<file path="config.mk">
export PLATFORM = sky130hd
export DESIGN_NAME = apb_master_bridge_flat
export DESIGN_NICKNAME = d
export VERILOG_FILES = /design/src/rtl/apb_master_bridge_if.sv /design/src/rtl/apb_master_bridge.sv /design/src/flat_wrapper.sv
export SDC_FILE = /design/constraint.sdc
export NUM_CORES = 1
export LEC_CHECK = 0
export ABC_AREA = 1
export BUFFER_PORTS_ARGS = -buffer_cell sky130_fd_sc_hd__buf_4
export CAP_MARGIN = 5
export CORE_ASPECT_RATIO = 1.1
export CORE_UTILIZATION = 50
export DETAILED_ROUTE_END_ITERATION = 8
export PLACE_DENSITY = 0.87
export SLEW_MARGIN = 20
export SYNTH_ARGS = -nofsm -noshare
export SYNTH_HDL_FRONTEND = slang
export SYNTH_SLANG_ARGS = --single-unit
</file>
<file path="constraint.sdc">
create_clock -name clk -period 3.9 [get_ports clk]
set_input_delay 0.39 -clock clk [delete_from_list [all_inputs] [get_ports clk]]
set_output_delay 0.39 -clock clk [all_outputs]
set_load 0.005 [all_outputs]
</file>
<file path="src/rtl/apb_master_bridge_if.sv">
// apb_master_bridge_if: host request/response channel plus APB master bus bundle
//   master modport: bridge side, drives req_ready, rsp_*, err_cnt and the APB controls
//   slave modport : host and APB slave side, drives requests, rsp_ready, PRDATA, PREADY, PSLVERR
interface apb_master_bridge_if #(
   parameter int APB_AW = 32,
   parameter int APB_DW = 32
);
   logic              req_valid, req_ready, req_write;
   logic [APB_AW-1:0] req_addr;
   logic [APB_DW-1:0] req_wdata;
   logic              rsp_valid, rsp_ready, rsp_err;
   logic [APB_DW-1:0] rsp_rdata;
   logic [7:0]        err_cnt;
   logic              PSEL, PENABLE, PWRITE, PREADY, PSLVERR;
   logic [APB_AW-1:0] PADDR;
   logic [APB_DW-1:0] PWDATA, PRDATA;
   modport master (
      input  req_valid, req_write, req_addr, req_wdata, rsp_ready, PRDATA, PREADY, PSLVERR,
      output req_ready, rsp_valid, rsp_rdata, rsp_err, err_cnt, PSEL, PENABLE, PWRITE, PADDR, PWDATA
   );
   modport slave (
      output req_valid, req_write, req_addr, req_wdata, rsp_ready, PRDATA, PREADY, PSLVERR,
      input  req_ready, rsp_valid, rsp_rdata, rsp_err, err_cnt, PSEL, PENABLE, PWRITE, PADDR, PWDATA
   );
endinterface

</file>
<file path="src/rtl/apb_master_bridge.sv">
// apb_master_bridge: host valid/ready single-word requests to AMBA 3 APB transfers with error capture
//   clk   : rising-edge clock
//   rst_n : asynchronous active-low reset
//   bus   : apb_master_bridge_if.master (host req/rsp channel, err_cnt, APB master signals)
//   APB_BRIDGE_TIMEOUT_EN: when defined, ACCESS aborts with an error after TIMEOUT_CYCLES wait cycles
module apb_master_bridge #(
   parameter int APB_AW         = 32,
   parameter int APB_DW         = 32,
   parameter int TIMEOUT_CYCLES = 16
) (
   input logic                 clk,
   input logic                 rst_n,
   apb_master_bridge_if.master bus
);
   typedef enum logic [1:0] {IDLE, SETUP, ACCESS, RESP} state_t;
   state_t            r_state;
   logic              r_psel, r_penable, r_pwrite, r_err;
   logic [APB_AW-1:0] r_paddr;
   logic [APB_DW-1:0] r_pwdata, r_rdata;
   logic [7:0]        r_err_cnt;
   logic              w_done, w_err;
   if (TIMEOUT_CYCLES < 1) begin : g_bad_timeout
      $error("TIMEOUT_CYCLES must be >= 1");
   end
`ifdef APB_BRIDGE_TIMEOUT_EN
   localparam int CW = $clog2(TIMEOUT_CYCLES + 1);
   localparam logic [CW-1:0] TMO_LAST = CW'(TIMEOUT_CYCLES - 1);
   logic [CW-1:0] r_cnt;
   logic          w_tmo;
   assign w_tmo  = r_cnt == TMO_LAST;
   // PREADY in the last counted cycle still completes normally
   assign w_done = bus.PREADY || w_tmo;
   assign w_err  = !bus.PREADY || bus.PSLVERR;
`else
   assign w_done = bus.PREADY;
   assign w_err  = bus.PSLVERR;
`endif
   always_ff @(posedge clk or negedge rst_n)
      if (!rst_n) begin
         r_state   <= IDLE;
         r_psel    <= 1'b0;
         r_penable <= 1'b0;
         r_pwrite  <= 1'b0;
         r_paddr   <= '0;
         r_pwdata  <= '0;
         r_rdata   <= '0;
         r_err     <= 1'b0;
         r_err_cnt <= '0;
`ifdef APB_BRIDGE_TIMEOUT_EN
         r_cnt     <= '0;
`endif
      end else
         case (r_state)
            IDLE:
               if (bus.req_valid) begin
                  r_state  <= SETUP;
                  r_psel   <= 1'b1;
                  r_pwrite <= bus.req_write;
                  r_paddr  <= bus.req_addr;
                  r_pwdata <= bus.req_wdata;
               end
            SETUP: begin
               r_state   <= ACCESS;
               r_penable <= 1'b1;
`ifdef APB_BRIDGE_TIMEOUT_EN
               r_cnt     <= '0;
`endif
            end
            ACCESS: begin
               if (w_done) begin
                  r_state   <= RESP;
                  r_psel    <= 1'b0;
                  r_penable <= 1'b0;
                  r_err     <= w_err;
                  r_rdata   <= (!r_pwrite && !w_err) ? bus.PRDATA : '0;
                  if (w_err && r_err_cnt != 8'hFF) r_err_cnt <= r_err_cnt + 8'd1;
               end
`ifdef APB_BRIDGE_TIMEOUT_EN
               else r_cnt <= r_cnt + 1'b1;
`endif
            end
            RESP:
               if (bus.rsp_ready) r_state <= IDLE;
            default: r_state <= IDLE;
         endcase
   // handshake flags decode straight from state so they drop the instant reset asserts
   assign bus.req_ready = rst_n && r_state == IDLE;
   assign bus.rsp_valid = r_state == RESP;
   assign bus.rsp_rdata = r_rdata;
   assign bus.rsp_err   = r_err;
   assign bus.err_cnt   = r_err_cnt;
   assign bus.PSEL      = r_psel;
   assign bus.PENABLE   = r_penable;
   assign bus.PWRITE    = r_pwrite;
   assign bus.PADDR     = r_paddr;
   assign bus.PWDATA    = r_pwdata;
endmodule
</file>
<file path="src/flat_wrapper.sv">
// flat-port wrapper written by rule: the top's interface ports become plain ports
module apb_master_bridge_flat 
#(
   parameter int APB_AW         = 32,
   parameter int APB_DW         = 32,
   parameter int TIMEOUT_CYCLES = 16
)
  (clk, rst_n, bus_req_valid, bus_req_write, bus_req_addr, bus_req_wdata, bus_rsp_ready, bus_PRDATA, bus_PREADY, bus_PSLVERR, bus_req_ready, bus_rsp_valid, bus_rsp_rdata, bus_rsp_err, bus_err_cnt, bus_PSEL, bus_PENABLE, bus_PWRITE, bus_PADDR, bus_PWDATA);
  apb_master_bridge_if #(.APB_AW(APB_AW), .APB_DW(APB_DW)) bus_i ();
  input logic clk;
  input logic rst_n;
  input wire logic [$bits(bus_i.req_valid)-1:0] bus_req_valid;
  input wire logic [$bits(bus_i.req_write)-1:0] bus_req_write;
  input wire logic [$bits(bus_i.req_addr)-1:0] bus_req_addr;
  input wire logic [$bits(bus_i.req_wdata)-1:0] bus_req_wdata;
  input wire logic [$bits(bus_i.rsp_ready)-1:0] bus_rsp_ready;
  input wire logic [$bits(bus_i.PRDATA)-1:0] bus_PRDATA;
  input wire logic [$bits(bus_i.PREADY)-1:0] bus_PREADY;
  input wire logic [$bits(bus_i.PSLVERR)-1:0] bus_PSLVERR;
  output wire logic [$bits(bus_i.req_ready)-1:0] bus_req_ready;
  output wire logic [$bits(bus_i.rsp_valid)-1:0] bus_rsp_valid;
  output wire logic [$bits(bus_i.rsp_rdata)-1:0] bus_rsp_rdata;
  output wire logic [$bits(bus_i.rsp_err)-1:0] bus_rsp_err;
  output wire logic [$bits(bus_i.err_cnt)-1:0] bus_err_cnt;
  output wire logic [$bits(bus_i.PSEL)-1:0] bus_PSEL;
  output wire logic [$bits(bus_i.PENABLE)-1:0] bus_PENABLE;
  output wire logic [$bits(bus_i.PWRITE)-1:0] bus_PWRITE;
  output wire logic [$bits(bus_i.PADDR)-1:0] bus_PADDR;
  output wire logic [$bits(bus_i.PWDATA)-1:0] bus_PWDATA;
  assign bus_i.req_valid = bus_req_valid;
  assign bus_i.req_write = bus_req_write;
  assign bus_i.req_addr = bus_req_addr;
  assign bus_i.req_wdata = bus_req_wdata;
  assign bus_i.rsp_ready = bus_rsp_ready;
  assign bus_i.PRDATA = bus_PRDATA;
  assign bus_i.PREADY = bus_PREADY;
  assign bus_i.PSLVERR = bus_PSLVERR;
  assign bus_req_ready = bus_i.req_ready;
  assign bus_rsp_valid = bus_i.rsp_valid;
  assign bus_rsp_rdata = bus_i.rsp_rdata;
  assign bus_rsp_err = bus_i.rsp_err;
  assign bus_err_cnt = bus_i.err_cnt;
  assign bus_PSEL = bus_i.PSEL;
  assign bus_PENABLE = bus_i.PENABLE;
  assign bus_PWRITE = bus_i.PWRITE;
  assign bus_PADDR = bus_i.PADDR;
  assign bus_PWDATA = bus_i.PWDATA;
  apb_master_bridge #(.APB_AW(APB_AW), .APB_DW(APB_DW), .TIMEOUT_CYCLES(TIMEOUT_CYCLES)) u_core (.clk(clk), .rst_n(rst_n), .bus(bus_i));
endmodule
</file>
* After elaboration in Yosys (flattened, before gate mapping)
Cells that the tools add are included.
** Storage, ports and cells
- Output and inout port bits :: 110
- Bits of input ports :: 103
- Register bits :: 110
** Cells by class
- $add $sub $neg :: 1
- Eq/ne operators :: 7
- Reduce and logical (&&, ||, !) cells :: 14
- Mux-type cells :: 9
** Operators with widths (number)
- $mux 32 :: 1
- $reduce_and 3->1 :: 3
- $add 8x1->8 const B :: 1
- $ne 8x8->1 const B :: 1
- $pmux 2 s4 :: 1
- $mux 2 :: 3
- $ne 2x2->1 const B :: 3
- $reduce_and 2->1 :: 3
- $eq 2x2->1 const B :: 2
- $pmux 1 s2 :: 2
- $reduce_bool 2->1 :: 2
- $logic_and 1x1->1 :: 3
- $eq 2x1->1 const B :: 1
- $logic_not 1->1 :: 2
- $logic_not 2->1 :: 1
- $mux 1 :: 2

* Logic depth before layout (Yosys ltp)
- Word-level depth :: 3
- Gate-level depth with buffers :: 8
- Mapped depth without buffers :: 8

* Worst setup path after synthesis
Ideal clock, no wire load.
- Path type :: register to register
- From :: register u_core.r_state[0]
- To :: register u_core.r_paddr[11] (netlist: u_core.bus.PADDR[11])
- Buffers on the path :: 2
- Required time :: 3784 ps
- Cell stages (with the launch flop) :: 9
- Setup time :: 116 ps
- Period minus slack after synthesis :: 1323 ps
- Slack :: 2577 ps
- Data arrival time :: 1207 ps
- Cell sequence :: dfrtp_1 inv_1 ha_1 nand2_1 inv_1 buf_4 buf_4 nand2_1 nand2_1
** Between the ends
- Cells in the longest elaborated chain, start to end :: 2
** Ends and longest elaborated chain
- from (decl) :: line apb_master_bridge.sv:16 : state_t r_state;
- from (signal assigned) :: line apb_master_bridge.sv:40 : r_state <= IDLE;
- from (signal assigned) :: line apb_master_bridge.sv:56 : r_state <= SETUP;
- from (signal assigned) :: line apb_master_bridge.sv:63 : r_state <= ACCESS;
- $logic_not 2->1 :: line apb_master_bridge.sv:53 : case (r_state)
- $reduce_and 2->1 (no source line)
- to (signal assigned) :: line apb_master_bridge.sv:59 : r_paddr <= bus.req_addr;
- to (decl) :: line apb_master_bridge.sv:18 : logic [APB_AW-1:0] r_paddr;
No other way between the ends.
A chain may end at the register's enable or synchronous reset.

* Worst setup path after layout
- From :: register u_core.r_state[0]
- To :: register u_core.r_pwdata[9] (netlist: u_core.bus.PWDATA[9])
** Between the ends
- Cells in the longest elaborated chain, start to end :: 2
** Ends and longest elaborated chain
- $logic_not 2->1 :: line apb_master_bridge.sv:53
- $reduce_and 2->1 (no source line)
- to (signal assigned) :: line apb_master_bridge.sv:60 : r_pwdata <= bus.req_wdata;
- to (decl) :: line apb_master_bridge.sv:19 : logic [APB_DW-1:0] r_pwdata, r_rdata;
No other way between the ends.

==> results.json <==
{
  "status": "complete, no violations",
  "rsz0062_at_grt": "no",
  "gp_congestion": 0.807,
  "fin_area_sq_um": 6290,
  "synth.area.top_cells": "dfrtp_1 61%, nand2_1 25%, nand3_1 4.1%, ha_1 1.7%, buf_4 1.5%",
  "cts_hold_buf": 0,
  "first_pass_iters": 4,
  "finalSetupViolCount": 0,
  "postCtsSetupBuffers": 0,
  "fin_worst_skew_ns": 0.0149,
  "worstSetupPathType": "reg2reg",
  "crit_top_cell": "nand2_1",
  "grt-ovfl-total": 0,
  "synthCells": 516,
  "cts_resized": 0,
  "cts-root-buf": "clkbuf_8",
  "async_flop_share": 1.00,
  "start_util": 0.524,
  "die_height_microns": 101,
  "worst_slew_pin_slew_ns": 1.00,
  "area_growth_pct": 40.5,
  "cp.required_ns": 4.20,
  "row_count": 35,
  "power.total_mw": 4.37,
  "slew_headroom": 0.331,
  "dpl.hpwl_microns": 8340,
  "cpLargestDelayFamily": "buffers and inverters",
  "antenna_found_initial": 0,
  "drc": 0,
  "cts.sinks": 110,
  "synthTopCellsByCount": "295 x nand2_1, 110 x dfrtp_1, 37 x nand3_1",
  "end_kind": "flop",
  "core-area_sq_um": 8540,
  "die-area_sq_um": 9340,
  "path_max_fanout": 65,
  "crit_slowest_cell": "inv_2",
  "seq_area_frac_synth": 0.615,
  "drt-vias-per-instance": 4.93,
  "grt_pass1_vias": 4004,
  "place_area_sq_um": 6100,
  "grt_max_degree": 72,
  "p_leak_nw": 3.64,
  "final_util": 0.737,
  "period_minus_slack_ns": 1.91,
  "yosysUniqueCellTypes": 19,
  "timing.fmax_mhz": 522,
  "htreeDepth": 3,
  "worst_setup_path_start_kind": "flop",
  "min_path_type": "in2async",
  "dp_cells": 818,
  "final_antenna_net_count": 0,
  "power-per-cell-area_nw_per_um2": 694,
  "drt-total-wl_microns": 11700,
  "yosysWarnings": 0,
  "syn_area_sq_um": 4480,
  "vias": 4114,
  "rrSetupSlack_ns": 1.99,
  "grt_usage": 0.252,
  "grt_pass1_wl_microns": 18500,
  "dieWidth_microns": 92.2,
  "synth_most_common_cell": "nand2_1",
  "final_hold_viol_count": 0,
  "drtIter0Drc": 165,
  "path_cells": "inv_1, ha_1, nand2_2, inv_2, nand2_1, nand2_1",
  "synth_area_leader_cell": "dfrtp_1",
  "slowest_delay_ns": 0.71,
  "arrival_ns": 2.22,
  "port_buffers": 212,
  "pin_count": 213,
  "wl_per_cell_microns": 14.0,
  "cts_tree": "built",
  "synth_top_area_frac": 0.615,
  "cts_buffers": 9,
  "syn-num-nets": 625,
  "nets": 827,
  "n_antenna_cell": 0,
  "drive_above_1_share": 0.331,
  "finalNonFillerCells": 834,
  "clock_latency_ns": 0.37,
  "max_cap_violations": 0,
  "clk_pin_slew_ns": 0.11,
  "syn_avg_cell_area_sq_um": 8.68,
  "synth-edff-count": 0,
  "irDropWorstVdd_v": 0.000383,
  "final-max-slew-violation-count": 0,
  "fin_setup_tns_ns": 0,
  "ys.flop_type": "dfrtp_1",
  "ys_ff_latch": 110,
  "critPathBufInv": 2,
  "cts_max_path_buffers": 2,
  "finalCritPeriodShare": 0.491
}
final timing paths:
check	startpoint	cells past startpoint	end
max	u_core.r_state[0]$_DFFE_PN0P_	6	u_core.bus.PWDATA[9]$_DFFE_PN0P_
max in group asynchronous	rst_n	2	u_core.bus.rsp_rdata[30]$_DFFE_PN0P_
max reg2reg	u_core.r_state[0]$_DFFE_PN0P_	6	u_core.bus.PWDATA[9]$_DFFE_PN0P_
min in group clk	bus_req_addr[30]	3	u_core.bus.PADDR[30]$_DFFE_PN0P_
min	rst_n	1	u_core.bus.err_cnt[7]$_DFFE_PN0P_
min reg2reg	u_core.bus.PADDR[19]$_DFFE_PN0P_	2	u_core.bus.PADDR[19]$_DFFE_PN0P_
layout make-up:
cell class	count	area [sq um]
timing repair buffer	214	1610
clock buffer	10	138
inverter	17	66.3
clock inverter	6	50.0
fill	620	2250
sequential	110	2750
multi-input combinational	366	1540
tap	111	139
metal layers:
metal  vias to the layer above  global-route usage  routed length (microns)  part of all wire
met5                         -                   0                        0                 0
met4                         0              0.0938                      186             0.016
met3                        17              0.0653                     1040             0.089
met2                       195               0.428                     5860              0.50
met1                      1928               0.314                     4580              0.39
li1                       1974                   -                        -                 -
registers in the layout (all words and copies together) (netlist names), 2 cells and up:
signal and flops:
u_core.bus.PADDR 32, u_core.bus.PWDATA 32, u_core.bus.err_cnt 8, u_core.bus.rsp_rdata 32, u_core.r_state 2
stage by stage:
step	worst slack, ns	hold WS (ns)
5_1_grt	1.73	0.186
4_1_cts	1.94	0.146
3_5_place_dp	1.97	0.466
3_3_place_gp	2.06	0.464
6_report	1.99	0.104
2_1_floorplan	2.58	0.0944
report_power, final:
group          internal [mW]  total (mW)  leakage (nW)  switching, mW
logic                  0.908        1.76          2.14          0.856
clock network          0.261       0.668        0.0956          0.407
registers               1.62        1.93          1.41          0.315
total                   2.79        4.37          3.64           1.58
cells by family (layout without fill, tap and decap cells):
logic type	Yosys count	after routing	share of synthesized area
adder cells (fa/ha/maj)	6	6	0.0168
XOR/XNOR	3	3	0.00587
AND/OR/NAND/NOR	347	347	0.307
flip-flops	110	110	0.615
buffers and inverters	40	247	0.0441
AO/OA/AOI/OAI	10	10	0.0112
layout by cell type (no fill, tap or decap), drive strengths merged:
master    netlist  final
nand3          37     37
clkinv          0      1
clkbuf          5     10
buf            18    214
nand2         298    298
nor2           11     11
dfrtp         110    110
inv            17     21
clkinvlp        0      1
a21oi           1      1
xnor2           2      2
nand4           1      1
o21ai           9      9
ha              6      6
xor2            1      1
(Power assumes the default switching activity.)
